File: config.mk
export PLATFORM = sky130hd
export DESIGN_NAME = gpio_in_debounce_flat
export DESIGN_NICKNAME = d
export VERILOG_FILES = /design/src/rtl/gpio_in_debounce_if.sv /design/src/rtl/gpio_in_debounce.sv /design/src/flat_wrapper.sv
export SDC_FILE = /design/constraint.sdc
export NUM_CORES = 1
export LEC_CHECK = 0
export CORE_MARGIN = 3
export CORE_UTILIZATION = 24
export CTS_CLUSTER_SIZE = 16
export DETAILED_ROUTE_END_ITERATION = 12
export PLACE_DENSITY = 0.4
export SLEW_MARGIN = 20
export SYNTH_ARGS = -nofsm -noshare
export SYNTH_HDL_FRONTEND = slang
export SYNTH_SLANG_ARGS = --single-unit
File: constraint.sdc
create_clock -name clk -period 2.3 [get_ports clk]
set_clock_uncertainty 0.05 [all_clocks]
set_input_delay 0.46 -clock clk [delete_from_list [all_inputs] [get_ports clk]]
set_output_delay 0.46 -clock clk [all_outputs]
set_load 0.02 [all_outputs]
File: src/rtl/gpio_in_debounce_if.sv
// gpio_in_debounce_if: bundles the raw switch inputs and the conditioned
// outputs of gpio_in_debounce. The board/bench side uses the master modport.
// The conditioning block uses the slave modport.
interface gpio_in_debounce_if #(
    parameter int WIDTH = 16
);
    logic [WIDTH-1:0] raw_i;     // asynchronous raw switch levels
    logic [WIDTH-1:0] db_o;      // debounced level
    logic [WIDTH-1:0] rise_o;    // one-cycle pulse on debounced 0->1
    logic [WIDTH-1:0] fall_o;    // one-cycle pulse on debounced 1->0
    logic             change_o;  // one-cycle pulse, OR of rise_o|fall_o
    logic             tick_o;    // one-cycle sample-tick strobe

    modport master (
        output raw_i,
        input  db_o,
        input  rise_o,
        input  fall_o,
        input  change_o,
        input  tick_o
    );

    modport slave (
        input  raw_i,
        output db_o,
        output rise_o,
        output fall_o,
        output change_o,
        output tick_o
    );
endinterface

File: src/rtl/gpio_in_debounce.sv
// gpio_in_debounce: conditions raw board switches for the SoC gpio_in bus.
// Every bit passes through a two-flop synchronizer. A prescaler shared by
// all channels produces a sample tick every TICK_DIV clocks. On each tick, a
// channel whose synchronized level differs from its debounced level advances
// a stability counter. The new level is accepted after STABLE_TICKS
// consecutive disagreeing ticks. The block also emits registered per-bit
// rise/fall pulses and a combined change strobe.
module gpio_in_debounce #(
    parameter int WIDTH        = 16,
    parameter int TICK_DIV     = 50000,
    parameter int STABLE_TICKS = 8
) (
    input  logic                clk,
    input  logic                rst_n,
    gpio_in_debounce_if.slave   bus
);

    // A divider of 1 still needs a one-bit counter; it simply never leaves 0.
    localparam int PCNT_W = (TICK_DIV > 1) ? $clog2(TICK_DIV) : 1;
    localparam int CNT_W  = (STABLE_TICKS > 1) ? $clog2(STABLE_TICKS + 1) : 1;

    localparam logic [PCNT_W-1:0] PCNT_LAST = PCNT_W'(TICK_DIV - 1);
    localparam logic [CNT_W-1:0]  CNT_LAST  = CNT_W'(STABLE_TICKS - 1);

    // Synchronizer chain
    logic [WIDTH-1:0]            sync1_q;
    logic [WIDTH-1:0]            sync2_q;

    // Shared prescaler
    logic [PCNT_W-1:0]           pcnt_q;
    logic [PCNT_W-1:0]           pcnt_d;
    logic                        tick;
    logic                        tick_q;

    // Per-channel qualification state
    logic [WIDTH-1:0][CNT_W-1:0] cnt_q;
    logic [WIDTH-1:0][CNT_W-1:0] cnt_d;
    logic [WIDTH-1:0]            db_q;
    logic [WIDTH-1:0]            db_d;

    // Registered events
    logic [WIDTH-1:0]            rise_q;
    logic [WIDTH-1:0]            rise_d;
    logic [WIDTH-1:0]            fall_q;
    logic [WIDTH-1:0]            fall_d;
    logic                        change_q;
    logic                        change_d;

    // Two-flop synchronizer; the raw pins are asynchronous to clk.
    always_ff @(posedge clk or negedge rst_n) begin
        if (!rst_n) begin
            sync1_q <= '0;
            sync2_q <= '0;
        end else begin
            sync1_q <= bus.raw_i;
            sync2_q <= sync1_q;
        end
    end

    // Prescaler next state: tick on the terminal count, then wrap to 0.
    always_comb begin
        tick   = (pcnt_q == PCNT_LAST);
        pcnt_d = tick ? '0 : (pcnt_q + PCNT_W'(1));
    end

    // Prescaler register; tick_q mirrors the tick that updates db this edge.
    always_ff @(posedge clk or negedge rst_n) begin
        if (!rst_n) begin
            pcnt_q <= '0;
            tick_q <= 1'b0;
        end else begin
            pcnt_q <= pcnt_d;
            tick_q <= tick;
        end
    end

    // Per-channel qualification. Any agreeing sample restarts the count.
    // The counter stops at STABLE_TICKS-1 and never wraps.
    always_comb begin
        db_d     = db_q;
        cnt_d    = cnt_q;
        rise_d   = '0;
        fall_d   = '0;
        change_d = 1'b0;
        for (int i = 0; i < WIDTH; i++) begin
            if (tick) begin
                if (sync2_q[i] == db_q[i]) begin
                    cnt_d[i] = '0;
                end else if (cnt_q[i] == CNT_LAST) begin
                    db_d[i]   = sync2_q[i];
                    cnt_d[i]  = '0;
                    rise_d[i] = sync2_q[i];
                    fall_d[i] = ~sync2_q[i];
                end else begin
                    cnt_d[i] = cnt_q[i] + CNT_W'(1);
                end
            end
        end
        change_d = |(rise_d | fall_d);
    end

    // Debounced level, counters and event pulses, updated together.
    always_ff @(posedge clk or negedge rst_n) begin
        if (!rst_n) begin
            cnt_q    <= '0;
            db_q     <= '0;
            rise_q   <= '0;
            fall_q   <= '0;
            change_q <= 1'b0;
        end else begin
            cnt_q    <= cnt_d;
            db_q     <= db_d;
            rise_q   <= rise_d;
            fall_q   <= fall_d;
            change_q <= change_d;
        end
    end

    assign bus.db_o     = db_q;
    assign bus.rise_o   = rise_q;
    assign bus.fall_o   = fall_q;
    assign bus.change_o = change_q;
    assign bus.tick_o   = tick_q;

endmodule

File: src/flat_wrapper.sv
// flat-port wrapper written by rule: the top's interface ports become plain ports
module gpio_in_debounce_flat 
#(
    parameter int WIDTH        = 16,
    parameter int TICK_DIV     = 50000,
    parameter int STABLE_TICKS = 8
)
  (clk, rst_n, bus_raw_i, bus_db_o, bus_rise_o, bus_fall_o, bus_change_o, bus_tick_o);
  gpio_in_debounce_if #(.WIDTH(WIDTH)) bus_i ();
  input  logic clk;
  input  logic rst_n;
  input wire logic [$bits(bus_i.raw_i)-1:0] bus_raw_i;
  output wire logic [$bits(bus_i.db_o)-1:0] bus_db_o;
  output wire logic [$bits(bus_i.rise_o)-1:0] bus_rise_o;
  output wire logic [$bits(bus_i.fall_o)-1:0] bus_fall_o;
  output wire logic [$bits(bus_i.change_o)-1:0] bus_change_o;
  output wire logic [$bits(bus_i.tick_o)-1:0] bus_tick_o;
  assign bus_i.raw_i = bus_raw_i;
  assign bus_db_o = bus_i.db_o;
  assign bus_rise_o = bus_i.rise_o;
  assign bus_fall_o = bus_i.fall_o;
  assign bus_change_o = bus_i.change_o;
  assign bus_tick_o = bus_i.tick_o;
  gpio_in_debounce #(.WIDTH(WIDTH), .TICK_DIV(TICK_DIV), .STABLE_TICKS(STABLE_TICKS)) u_core (.clk(clk), .rst_n(rst_n), .bus(bus_i));
endmodule
== Yosys cells after proc, flatten, opt, wreduce, memory -nomap -nowiden ==
Index checks and enable logic that the tools add are counted.

* Logic and storage cells: 268
* Output and inout bits: 50
* Memories: 0
* Bits in read-only memories: 0
* Input bits: 18
* Memory bits (writable): 0
* Latch bits: 0
* Bits in registers: 162

* $mul: 0
* $lt $le $gt $ge: 0
* Mux-type cells: 129
* Reductions and logical operators: 17
* Divide/modulo/power cells: 0
* Bitwise logic cells: 33
* Shift-type cells: 0
* Equal/unequal tests: 33
* Add/sub/neg operators: 17

{| class="wikitable"
|+ Operators with widths
! cell !! number
|-
| 4-bit two-way mux || 32
|-
| 1-bit two-way mux || 96
|-
| 4-bit by 1-bit adder with 4-bit output, second input constant || 16
|-
| 4-bit by 3-bit == test with 1-bit output, second input constant || 16
|-
| 3-bit AND reduction || 16
|-
| 1-bit NOT || 32
|-
| 16-bit by 1-bit adder with 16-bit output, second input constant || 1
|-
| 1-bit == test || 16
|-
| 16-bit == test, second input constant || 1
|-
| 16-bit two-way mux || 1
|-
| 16-bit OR || 1
|-
| 16-bit OR reduction || 1
|}

== Depth between registers and ports, before layout ==
Gate-level depths: netlist of run 1.

* Depth in word-level cells: 6
* Gate-level depth with buffers: 10
* Mapped depth without buffers: 7

== Worst setup path before layout of run 1 ==
OpenSTA, ideal clock, no wires.

* Path kind: register to register
* Start point: register u_core.pcnt_q[0]
* End point: register u_core.db_q[14], in the netlist u_core.bus.db_o[14]
* Required time: 2.125 ns
* Stages on the path, launching flop included: 8
* Arrival: 1.623 ns
* Setup time: 0.125 ns
* Period minus slack after synthesis: 1.798 ns
* Path buffers: 2
* Setup slack: 0.502 ns
* Path through: dfrtp_1 ha_1 and3_1 buf_2 nand4_4 buf_6 or2_4 mux2_4

* Cells in the longest elaborated chain, start to end: 2

{| class="wikitable"
|+ Ends and longest elaborated chain
! what !! line !! text
|-
| from (decl) || gpio_in_debounce.sv:30 || <nowiki>logic [PCNT_W-1:0] pcnt_q;</nowiki>
|-
| from (signal assigned) || gpio_in_debounce.sv:72 || <nowiki>pcnt_q <= pcnt_d;</nowiki>
|-
| 16-bit == test || gpio_in_debounce.sv:62 || <nowiki>tick = (pcnt_q == PCNT_LAST);</nowiki>
|-
| 3-bit AND reduction (no source line) || -- ||
|-
| to (signal assigned) || gpio_in_debounce.sv:106 || <nowiki>db_q <= '0;</nowiki>
|-
| to (signal assigned) || gpio_in_debounce.sv:112 || <nowiki>db_q <= db_d;</nowiki>
|-
| to (decl) || gpio_in_debounce.sv:38 || <nowiki>logic [WIDTH-1:0] db_q;</nowiki>
|}

Every way passes these cells.
A chain may end at the register's enable or synchronous reset.

== Final worst setup path of run 1 ==
* Start point: register u_core.pcnt_q[0]
* End point: register u_core.db_q[2], in the netlist u_core.bus.db_o[2]

Same word-level chain as after synthesis.

==> summary.txt, run 1 <==
Status
  • Run status: finished, final reports clean

Detailed routing
  • WL/cell: 13.6 µm
  • Vias: 4896
  • Pre-antenna DRT Iters: 5
  • Drc violations: 0
  • Detailed Route Iter0 Violations: 278
  • Post-route ant nets: 0
  • Final wirelength: 15000 µm
  • Vias per cell: 4.47

Floorplan
  • # rows: 61
  • Die width: 176 µm
  • DIE AREA: 30900 µm²
  • Io pins: 68
  • Die height: 176 µm
  • Effective utilization at floorplan: 24.6%
  • Placeable Area: 28100 µm²

Global routing
  • First-pass GRT wire length: 25200 µm
  • Total GRT Usage: 10.2%
  • Pin count of the biggest net entering global routing: 87
  • Initial antenna violation count: 0
  • Vias in the first global route: 4962
  • Total gr overflow: 0

Place
  • GPL Wtd Cong: 0.755
  • Port Buffers: 67
  • Dpl hpwl: 10000 µm
  • Post-Place Cells: 1064

CTS
  • H-tree depth: 4
  • Root Driver: clkbuf_16
  • CTS max path bufs: 2
  • TritonCTS clock tree: yes
  • Clock sinks: 162
  • Clk slew on worst S/H paths: 0.06 ns
  • Num CTS Buffers: 17
  • Skew-Pair Late Insertion Delay: 0.43 ns
  • Setup Fix Bufs, Post-CTS: 0

Layout
  • Most common cell after layout, fill and taps aside: dfrtp_1
  • Area grow syn2layout: 25.3%
  • Commonest non-fill, non-tap cells in the layout: dfrtp_1 (162), nand2_1 (91), clkdlybuf4s50_1 (66)
  • Share of layout cells above drive strength 1: 10.0%
  • N_diodes: 0
  • Post-layout nets: 741
  • Final std cells w/o fill: 1096

Yosys
  • Most used DFF post-synth: dfrtp_1
  • Synth cell types: 44
  • Syn_area_per_cell: 11.1 µm²
  • Complex-gate fraction of the synthesized area: 7.81%
  • Synth Cell Area: 6920 µm²
  • Adder-cell area share of the yosys netlist: 3.07%
  • Cells after Synth: 624
  • Largest family of logic cells by synthesized area: simple AND/OR/NAND/NOR gates
  • Simple-gate share of the synthesized area: 21.3%
  • Mapped Nets: 659
  • Synth Area in XOR/XNOR: 4.55%
  • Syn. warnings: 0
  • Register area share after synthesis: 58.6%
  • Multiplexer area fraction after synthesis: 2.71%
  • Synthesis-stage register bit count: 162
  • Asr flop ratio synth: 100%
  • Post-synth EDFFs: 0

Critical path
  • Arrival time worst endpoint: 2.38 ns
  • CP Cell Sequence: ha_1 -> and3_1 -> nand4_4 -> buf_12 -> or2_2 -> mux2_2
  • Slowest cell delay on critical path: 0.39 ns
  • Worst path slowest cell: dfrtp_1
  • Worst reg-to-reg setup slack: 0.17 ns
  • Critical Path Sink Type: register
  • Crit path max fanout: 86
  • RR Startpoint: u_core.pcnt_q[0]$_DFF_PN0_
  • Critical Path Source Type: register
  • CP bufs+invs: 1
  • R2R depth: 6
  • Crit Path Class: reg2reg
  • Cell family with most CP delay: simple AND/OR/NAND/NOR gates
  • Reg2reg end: u_core.bus.db_o[2]$_DFFE_PN0P_
  • Crit path required time: 2.55 ns

STA
  • Final setup violation count: 0
  • Max_slew headroom: 62.6%
  • Max Fclk: 470 MHz
  • Setup TNS Final: 0 ns
  • Fin. Hold Viols: 0
  • Unrepaired setup endpoints after global routing: no
  • Count of pins over their slew limit: 0
  • Worst-margin pin slew: 0.557 ns
  • Final min period: 2.13 ns
  • Fin crit share: 92.5%

Power and ir drop
  • Sw frac: 23.6%
  • NetSw: 1.36 mW
  • Int Power: 4.39 mW
  • Sequential power share: 50.4%
  • Leakage: 3.76 nW
  • Comb pwr share: 2.8%
  • Peak supply drop: 0.000488 V
  • Clock share of power: 46.8%
  • Power density cells: 663 nW/µm²

Hold path
  • Hold_sp: u_core.sync1_q[11]$_DFF_PN0_
  • Hold depth: 0
  • Worst Hold Path EP: u_core.sync2_q[11]$_DFF_PN0_
  • Hold/Removal Path Class: reg2reg

Flow run
  • Max-Cap Viols: 0
==> area by class of cell <==
| class | instances | area (µm²) |
|---|---|---|
| inverter | 6 | 22.5 |
| fill | 2883 | 19400 |
| sequential | 162 | 4050 |
| clock buffer | 19 | 453 |
| clock inverter | 12 | 100 |
| tap | 378 | 473 |
| multi-input combinational | 440 | 2750 |
| timing repair buffer | 79 | 827 |
==> state kept, by name (all words and copies together), names as in the netlist <==
name,flops
u_core.bus.tick_o,1
u_core.sync2_q,16
u_core.bus.rise_o,16
u_core.cnt_q,64
u_core.pcnt_q,16
u_core.bus.change_o,1
u_core.sync1_q,16
u_core.bus.db_o,16
u_core.bus.fall_o,16
==> per-stage QoR <==
step	setup slack, ns	utilization, %	instance area, µm²	hold slack (ns)	total power [mW]
global route	0.0168	30.9	8680	0.302	6.01
floorplan	0.502	-	6920	0.114	2.99
CTS	0.118	30.9	8670	0.300	5.86
finish	0.172	30.9	8680	0.297	5.75
global placement	-0.225	28.8	8100	0.283	3.11
detailed placement	-0.247	28.8	8100	0.286	3.12
==> power groups by stage <==
stage	clock, mW	sequential, mW	combinational [mW]
finish	2.69	2.90	0.160
detailed placement	0	2.95	0.164
global route	2.93	2.90	0.183
CTS	2.80	2.90	0.167
global placement	0	2.95	0.162
floorplan	0	2.95	0.0444
==> layer usage <==
metal / global-route usage (%) / share of wire [%] / vias up
li1: - / - / 2355
met1: 13.5 / 49 / 2431
met2: 15.9 / 46 / 96
met3: 3.00 / 4.5 / 14
met4: 3.23 / 1.1 / 0
met5: 0 / 0 / -
==> cell families (layout without fill, tap and decap cells) <==
group,Yosys count,after routing
muxes,16,16
and+or+nand+nor,278,278
buffers and inverters,22,116
adders and majority gates,17,17
xor gates and xnor gates,36,36
AOI/OAI and AO/OA,93,93
DFF,162,162
==> synth_stat cells, types with 3 or more instances <==
library cell / n / share of area [%]
a21oi_1: 6 / 0.43
a31oi_1: 9 / 0.81
buf_2: 7 / 0.51
buf_6: 5 / 0.81
dfrtp_1: 162 / 59
ha_1: 17 / 3.1
inv_1: 5 / 0.27
mux2_2: 14 / 2.3
nand2_1: 91 / 4.9
nand3_1: 39 / 2.8
nand3b_1: 15 / 1.6
nand4_1: 6 / 0.54
nand4b_1: 7 / 0.89
nor2_1: 49 / 2.7
nor2b_1: 10 / 0.90
nor3_1: 7 / 0.51
nor3b_1: 33 / 3.6
nor4b_1: 3 / 0.38
o21ai_0: 44 / 3.2
o21ai_1: 9 / 0.65
o22ai_1: 4 / 0.36
o31ai_1: 14 / 1.5
or2_2: 3 / 0.27
xnor2_1: 20 / 2.5
xor2_1: 16 / 2.0
==> worst max path at each step <==
stage          depth (start not counted)                            start  slack, ns                               to
3_3_place_gp                           5  u_core.bus.db_o[14]$_DFFE_PN0P_      -0.23    u_core.bus.change_o$_DFF_PN0_
2_1_floorplan                          7       u_core.pcnt_q[0]$_DFF_PN0_       0.50  u_core.bus.db_o[14]$_DFFE_PN0P_
6_report                               6       u_core.pcnt_q[0]$_DFF_PN0_       0.17   u_core.bus.db_o[2]$_DFFE_PN0P_
4_1_cts                                5   u_core.bus.db_o[1]$_DFFE_PN0P_       0.12    u_core.bus.change_o$_DFF_PN0_
5_1_grt                                7       u_core.pcnt_q[0]$_DFF_PN0_       0.02   u_core.bus.fall_o[9]$_DFF_PN0_
3_5_place_dp                           5   u_core.bus.db_o[1]$_DFFE_PN0P_      -0.25    u_core.bus.change_o$_DFF_PN0_
==> what timing repair did <==
action / CTS / global route
setup endpoints to repair: 1 / 1
hold endpoints to repair: 43 / 0
hold buffers: 1 / 0
gates cloned: 0 / 0
resized for setup: 2 / 1
(Power assumes the default switching activity.)
==> run 2: changes to the inputs <==
--- a/config.mk
+++ b/config.mk
@@ -9,6 +9,7 @@
 export CORE_UTILIZATION = 24
 export CTS_CLUSTER_SIZE = 16
 export DETAILED_ROUTE_END_ITERATION = 12
+export GPL_TIMING_DRIVEN = 0
 export PLACE_DENSITY = 0.4
 export SLEW_MARGIN = 20
 export SYNTH_ARGS = -nofsm -noshare
==> summary.txt, run 2 (synthesis gave the netlist of run 1 again) <==
Status
  • Run status: finished, final reports clean

Power and ir drop
  • Peak supply drop: 0.000399 V (-18%)
  • Power density cells: 679 nW/µm² (+2.4%)
  • Leakage: 3.80 nW (+1.1%)

Critical path
  • CP bufs+invs: 4 (+3)
  • Crit path max fanout: 10 (-88%)
  • Slowest cell delay on critical path: 0.41 ns (+0.02 ns)
  • Worst path slowest cell: dfrtp_1
  • Critical Path Sink Type: register
  • Crit path required time: 2.60 ns (+0.05 ns)
  • CP Cell Sequence: ha_1 -> and3_1 -> buf_2 -> nand4_4 -> buf_6 -> buf_6 -> buf_2 -> nand2_1 -> o21ai_1
  • Arrival time worst endpoint: 2.44 ns (+0.06 ns)
  • Critical Path Source Type: register
  • Cell family with most CP delay: buffers and inverters
  • Crit Path Class: reg2reg

Floorplan
  • # rows: 61 (unchanged)
  • Placeable Area: 28100 µm² (unchanged)
  • DIE AREA: 30900 µm² (unchanged)
  • Effective utilization at floorplan: 24.6% (unchanged)
  • Die width: 176 µm (unchanged)
  • Die height: 176 µm (unchanged)
  • Io pins: 68 (unchanged)

CTS
  • Skew-Pair Late Insertion Delay: 0.43 ns (about the same)
  • CTS max path bufs: 2 (unchanged)
  • Root Driver: clkbuf_16
  • Clk slew on worst S/H paths: 0.07 ns (about the same)
  • H-tree depth: 4 (unchanged)
  • TritonCTS clock tree: yes
  • Clock sinks: 162 (unchanged)
  • Num CTS Buffers: 17 (unchanged)

Place
  • Setup Slack @ Placement: -0.207 ns (+0.0403 ns)
  • GPL Wtd Cong: 0.767 (+1.6%)
  • Port Buffers: 67 (unchanged)
  • Dpl hpwl: 11100 µm (+11%)
  • Post-Place Cells: 1070 (+0.56%)

Detailed routing
  • WL/cell: 15.2 µm (+12%)
  • Vias per cell: 4.51 (+0.97%)
  • Pre-antenna DRT Iters: 5 (unchanged)
  • Detailed Route Iter0 Violations: 327 (+18%)
  • Drc violations: 0 (unchanged)
  • Vias: 4975 (+1.6%)
  • Final wirelength: 16800 µm (+12%)
  • Post-route ant nets: 0 (unchanged)

Layout
  • N_diodes: 0 (unchanged)
  • Commonest non-fill, non-tap cells in the layout: dfrtp_1 (162), nand2_1 (91), clkdlybuf4s50_1 (66)
  • Core Util, Final: 31.1% (+0.21 points)
  • Post-layout nets: 747 (+0.81%)
  • Final std cells w/o fill: 1103 (+0.64%)
  • Most common cell after layout, fill and taps aside: dfrtp_1
  • Max reg flops: 64 (unchanged)
  • Biggest register: u_core.cnt_q
  • Number of fill cells in the layout: 2922 (+1.4%)
  • Area grow syn2layout: 26.2%
  • Share of layout cells above drive strength 1: 11.0% (+1.0 points)

Global routing
  • Initial antenna violation count: 0 (unchanged)
  • Vias in the first global route: 5122 (+3.2%)
  • Total GRT Usage: 11.4% (+1.2 points)
  • Total gr overflow: 0 (unchanged)
  • First-pass GRT wire length: 27300 µm (+8.3%)
  • Pin count of the biggest net entering global routing: 90 (+3.4%)

STA
  • Count of pins over their slew limit: 0 (unchanged)
  • Unrepaired setup endpoints after global routing: yes
  • Final setup violation count: 0 (unchanged)
  • Max_slew headroom: 54.1% (-8.5 points)
  • Final min period: 2.15 ns (+0.0175 ns)
  • Max Fclk: 466 MHz (-0.82%)
  • Final worst slack: 0.155 ns (-0.0175 ns)
  • Worst-margin pin slew: 0.689 ns (+0.132 ns)
  • Fin. Hold Viols: 0 (unchanged)
  • Fin crit share: 93.3% (+0.76 points)

Hold path
  • Hold/Removal Path Class: in2async

Flow run
  • Max-Cap Viols: 0 (unchanged)
==> run 2: path summary, 6_finish.rpt <==
check,from,end,slack [ns],depth (start not counted)
max,u_core.pcnt_q[0]$_DFF_PN0_,u_core.cnt_q[56]$_DFFE_PN0P_,0.15,9
min,rst_n,u_core.pcnt_q[5]$_DFF_PN0_,0.001,1
max reg2reg,u_core.pcnt_q[0]$_DFF_PN0_,u_core.cnt_q[56]$_DFFE_PN0P_,0.15,9
min reg2reg,u_core.sync1_q[10]$_DFF_PN0_,u_core.sync2_q[10]$_DFF_PN0_,0.30,0
max in group asynchronous,rst_n,u_core.cnt_q[20]$_DFFE_PN0P_,1.38,2
min in group clk,u_core.sync1_q[10]$_DFF_PN0_,u_core.sync2_q[10]$_DFF_PN0_,0.30,0
==> run 2: routing by layer <==
metal,vias to the layer above,track usage (%),wire (µm)
met2,121,17.8,7760
met3,30,3.22,860
li1,2376,-,-
met5,-,0,0
met4,0,4.72,387
met1,2448,14.8,7810
==> run 2: where the power goes <==
part / leakage [nW] / internal [mW] / switching (mW)
sequential: 2.18 / 2.88 / 0.0240
clock: 0.277 / 1.65 / 1.24
combinational: 1.35 / 0.0550 / 0.0921
==> run 2: repair_timing <==
item                       CTS  global route
setup endpoints to repair   20            32
gates cloned                 0             0
setup buffers                0             1
resized for setup            5             8
hold buffers                 0             0
==> run 2: final cells by class <==
cell class                      count  area (µm²)  area share [%]
Sequential cell                   162        4050            46.4
Multi-Input combinational cell    440        2750            31.5
Timing Repair Buffer               69         711            8.14
Tap cell                          378         473            5.41
Clock buffer                       19         443            5.07
Clock inverter                     13         148            1.69
Buffer                             16         131            1.50
Inverter                            6        22.5           0.258
==> run 2: metrics by stage <==
stage	hold WS (ns)	cell area, µm²	setup TNS [ns]	total power, mW
after floorplan	0.114	6920	0	2.99
after CTS	0.0173	8710	0	6.05
after global routing	0.0506	8740	-0.0288	6.17
final	0.00131	8740	0	5.93
after global placement	0.282	8070	-984.90	3.10
after detailed placement	0.286	8100	-1.80	3.11
==> run 3: changes to the inputs <==
--- a/config.mk
+++ b/config.mk
@@ -10,7 +10,7 @@
 export CTS_CLUSTER_SIZE = 16
 export DETAILED_ROUTE_END_ITERATION = 12
 export GPL_TIMING_DRIVEN = 0
-export PLACE_DENSITY = 0.4
+export PLACE_DENSITY = 0.43
 export SLEW_MARGIN = 20
 export SYNTH_ARGS = -nofsm -noshare
 export SYNTH_HDL_FRONTEND = slang
==> summary.txt, run 3 (synthesis gave the netlist of run 1 again) <==
Status
  • Run status: finished, final reports clean

Critical path
  • Crit path required time: 2.53 ns (-0.07 ns)
  • Crit Path Class: reg2reg
  • Critical Path Source Type: register
  • Crit path max fanout: 19 (+9)
  • Worst path slowest cell: dfrtp_1
  • Arrival time worst endpoint: 2.33 ns (-0.11 ns)
  • Most frequent CP cell: buf_6
  • Slowest cell delay on critical path: 0.39 ns (-0.02 ns)
  • CP Cell Sequence: ha_1 -> and3_1 -> buf_2 -> nand4_4 -> buf_12 -> buf_6 -> buf_6 -> o21ai_0 -> o31ai_1
  • Critical Path Sink Type: register

STA
  • Max Fclk: 477 MHz (+2.2%)
  • Final setup violation count: 0 (unchanged)
  • Final worst slack: 0.201 ns (+0.0468 ns)
  • Count of pins over their slew limit: 0 (unchanged)
  • Final min period: 2.10 ns (-0.0468 ns)
  • Fin crit share: 91.2% (-2.0 points)
  • Fin. Hold Viols: 0 (unchanged)
  • Max_slew headroom: 52.6% (-1.4 points)
  • Worst-margin pin slew: 0.711 ns (+0.0217 ns)

Global routing
  • Vias in the first global route: 4860 (-5.1%)
  • First-pass GRT wire length: 26800 µm (-1.7%)
  • Initial antenna violation count: 0 (unchanged)
  • Total GRT Usage: 11.0% (-0.33 points)
  • Pin count of the biggest net entering global routing: 87 (-3.3%)
  • Total gr overflow: 0 (unchanged)

Detailed routing
  • WL/cell: 14.7 µm (-3.7%)
  • Detailed Route Iter0 Violations: 238 (-27%)
  • Final wirelength: 16200 µm (-3.4%)
  • Vias per cell: 4.40 (-2.5%)
  • Post-route ant nets: 0 (unchanged)
  • Drc violations: 0 (unchanged)
  • Pre-antenna DRT Iters: 5 (unchanged)
  • Vias: 4865 (-2.2%)

Power and ir drop
  • Peak supply drop: 0.000401 V (+0.38%)
  • Power density cells: 692 nW/µm² (+1.9%)
  • Final Power: 6.08 mW (+2.6%)
  • Leakage: 3.83 nW (+0.86%)

Place
  • GPL Wtd Cong: 0.748 (-2.6%)
  • Setup Slack @ Placement: -0.120 ns (+0.0866 ns)
  • Dpl hpwl: 10800 µm (-3.1%)
  • Port Buffers: 67 (unchanged)

Floorplan
  • Die height: 176 µm (unchanged)
  • Die width: 176 µm (unchanged)
  • DIE AREA: 30900 µm² (unchanged)
  • Io pins: 68 (unchanged)
  • Placeable Area: 28100 µm² (unchanged)
  • # rows: 61 (unchanged)
  • Effective utilization at floorplan: 24.6% (unchanged)

CTS
  • H-tree depth: 4 (unchanged)
  • Clock sinks: 162 (unchanged)
  • Num CTS Buffers: 17 (unchanged)
  • Skew-Pair Late Insertion Delay: 0.43 ns (about the same)
  • Root Driver: clkbuf_16
  • CTS max path bufs: 2 (unchanged)
  • TritonCTS clock tree: yes
  • Clk slew on worst S/H paths: 0.07 ns (about the same)

Layout
  • Max reg flops: 64 (unchanged)
  • Share of layout cells above drive strength 1: 10.6% (-0.46 points)
  • Biggest register: u_core.cnt_q
  • Post-layout nets: 750 (+0.40%)
  • Register area: 4050 µm² (unchanged)
  • Multi-input logic area: 2730 µm² (-0.77%)
  • Most common cell after layout, fill and taps aside: dfrtp_1
  • Area grow syn2layout: 27.1%
  • Commonest non-fill, non-tap cells in the layout: dfrtp_1 (162), nand2_1 (91), clkdlybuf4s50_1 (66)
  • Number of fill cells in the layout: 2921 (-0.034%)
  • N_diodes: 0 (unchanged)

Flow run
  • Max-Cap Viols: 0 (unchanged)

Hold path
  • Hold/Removal Path Class: reg2reg
## run 3: path summary, 6_finish.rpt
path                            depth (start not counted)                        endpoint  slack [ns]                   startpoint
worst min register to register                          0     u_core.sync2_q[4]$_DFF_PN0_        0.29  u_core.sync1_q[4]$_DFF_PN0_
worst max-delay path                                    9    u_core.cnt_q[38]$_DFFE_PN0P_        0.20   u_core.pcnt_q[0]$_DFF_PN0_
min in group asynchronous                               2     u_core.pcnt_q[10]$_DFF_PN0_        0.41                        rst_n
worst max register to register                          9    u_core.cnt_q[38]$_DFFE_PN0P_        0.20   u_core.pcnt_q[0]$_DFF_PN0_
worst min-delay path                                    0     u_core.sync2_q[4]$_DFF_PN0_        0.29  u_core.sync1_q[4]$_DFF_PN0_
max in group asynchronous                               4  u_core.bus.rise_o[4]$_DFF_PN0_        0.82                        rst_n
## run 3: routing by layer
layer	vias to the layer above	part of all wire, %	GRT usage [%]
li1	2372	-	-
met1	2396	49	15.3
met2	85	47	17.2
met3	12	3.6	2.75
met4	0	1.0	3.23
met5	-	0	0
## run 3: final cells by class
| type | count | share of cell area, % |
|---|---|---|
| sequential | 162 | 46.1 |
| tap | 378 | 5.38 |
| buffer | 15 | 1.41 |
| timing repair buffer | 73 | 8.67 |
| clock buffer | 20 | 5.08 |
| multi-input combinational | 440 | 31.1 |
| clock inverter | 12 | 2.08 |
| inverter | 6 | 0.256 |
## run 3: stage by stage
step / TNS (ns) / hold slack, ns / area (µm²) / util [%] / std cells
after floorplan: 0 / 0.114 / 6920 / - / 624
after CTS: 0 / 0.298 / 8760 / 31.2 / 1103
after global routing: -0.00232 / 0.299 / 8800 / 31.3 / 1106
after global placement: -1059.64 / 0.282 / 8070 / 28.7 / 1069
after detailed placement: -0.981 / 0.263 / 8130 / 28.9 / 1071
final: 0 / 0.295 / 8800 / 31.3 / 1106
## run 3: repair_timing
| item | in CTS | in global routing |
|---|---|---|
| hold buffers | 1 | 0 |
| endpoints found under the setup margin | 10 | 19 |
| setup buffers | 0 | 3 |
| gates resized for setup | 0 | 4 |
| cloned | 0 | 0 |
| endpoints found under the hold margin | 22 | 0 |
## run 3: critical path: cells and delay by family, from the launching register on
kind                     cells  cell delay, ns
buffers and inverters        4            0.75
flip-flops                   1            0.39
AND/OR/NAND/NOR              2            0.32
AO/OA/AOI/OAI                2            0.26
adder cells (fa/ha/maj)      1            0.19
## run 3: where the power goes
group	internal [mW]	switching (mW)	total, mW
registers	2.88	0.0227	2.90
logic	0.0599	0.0955	0.155
clock network	1.85	1.18	3.03
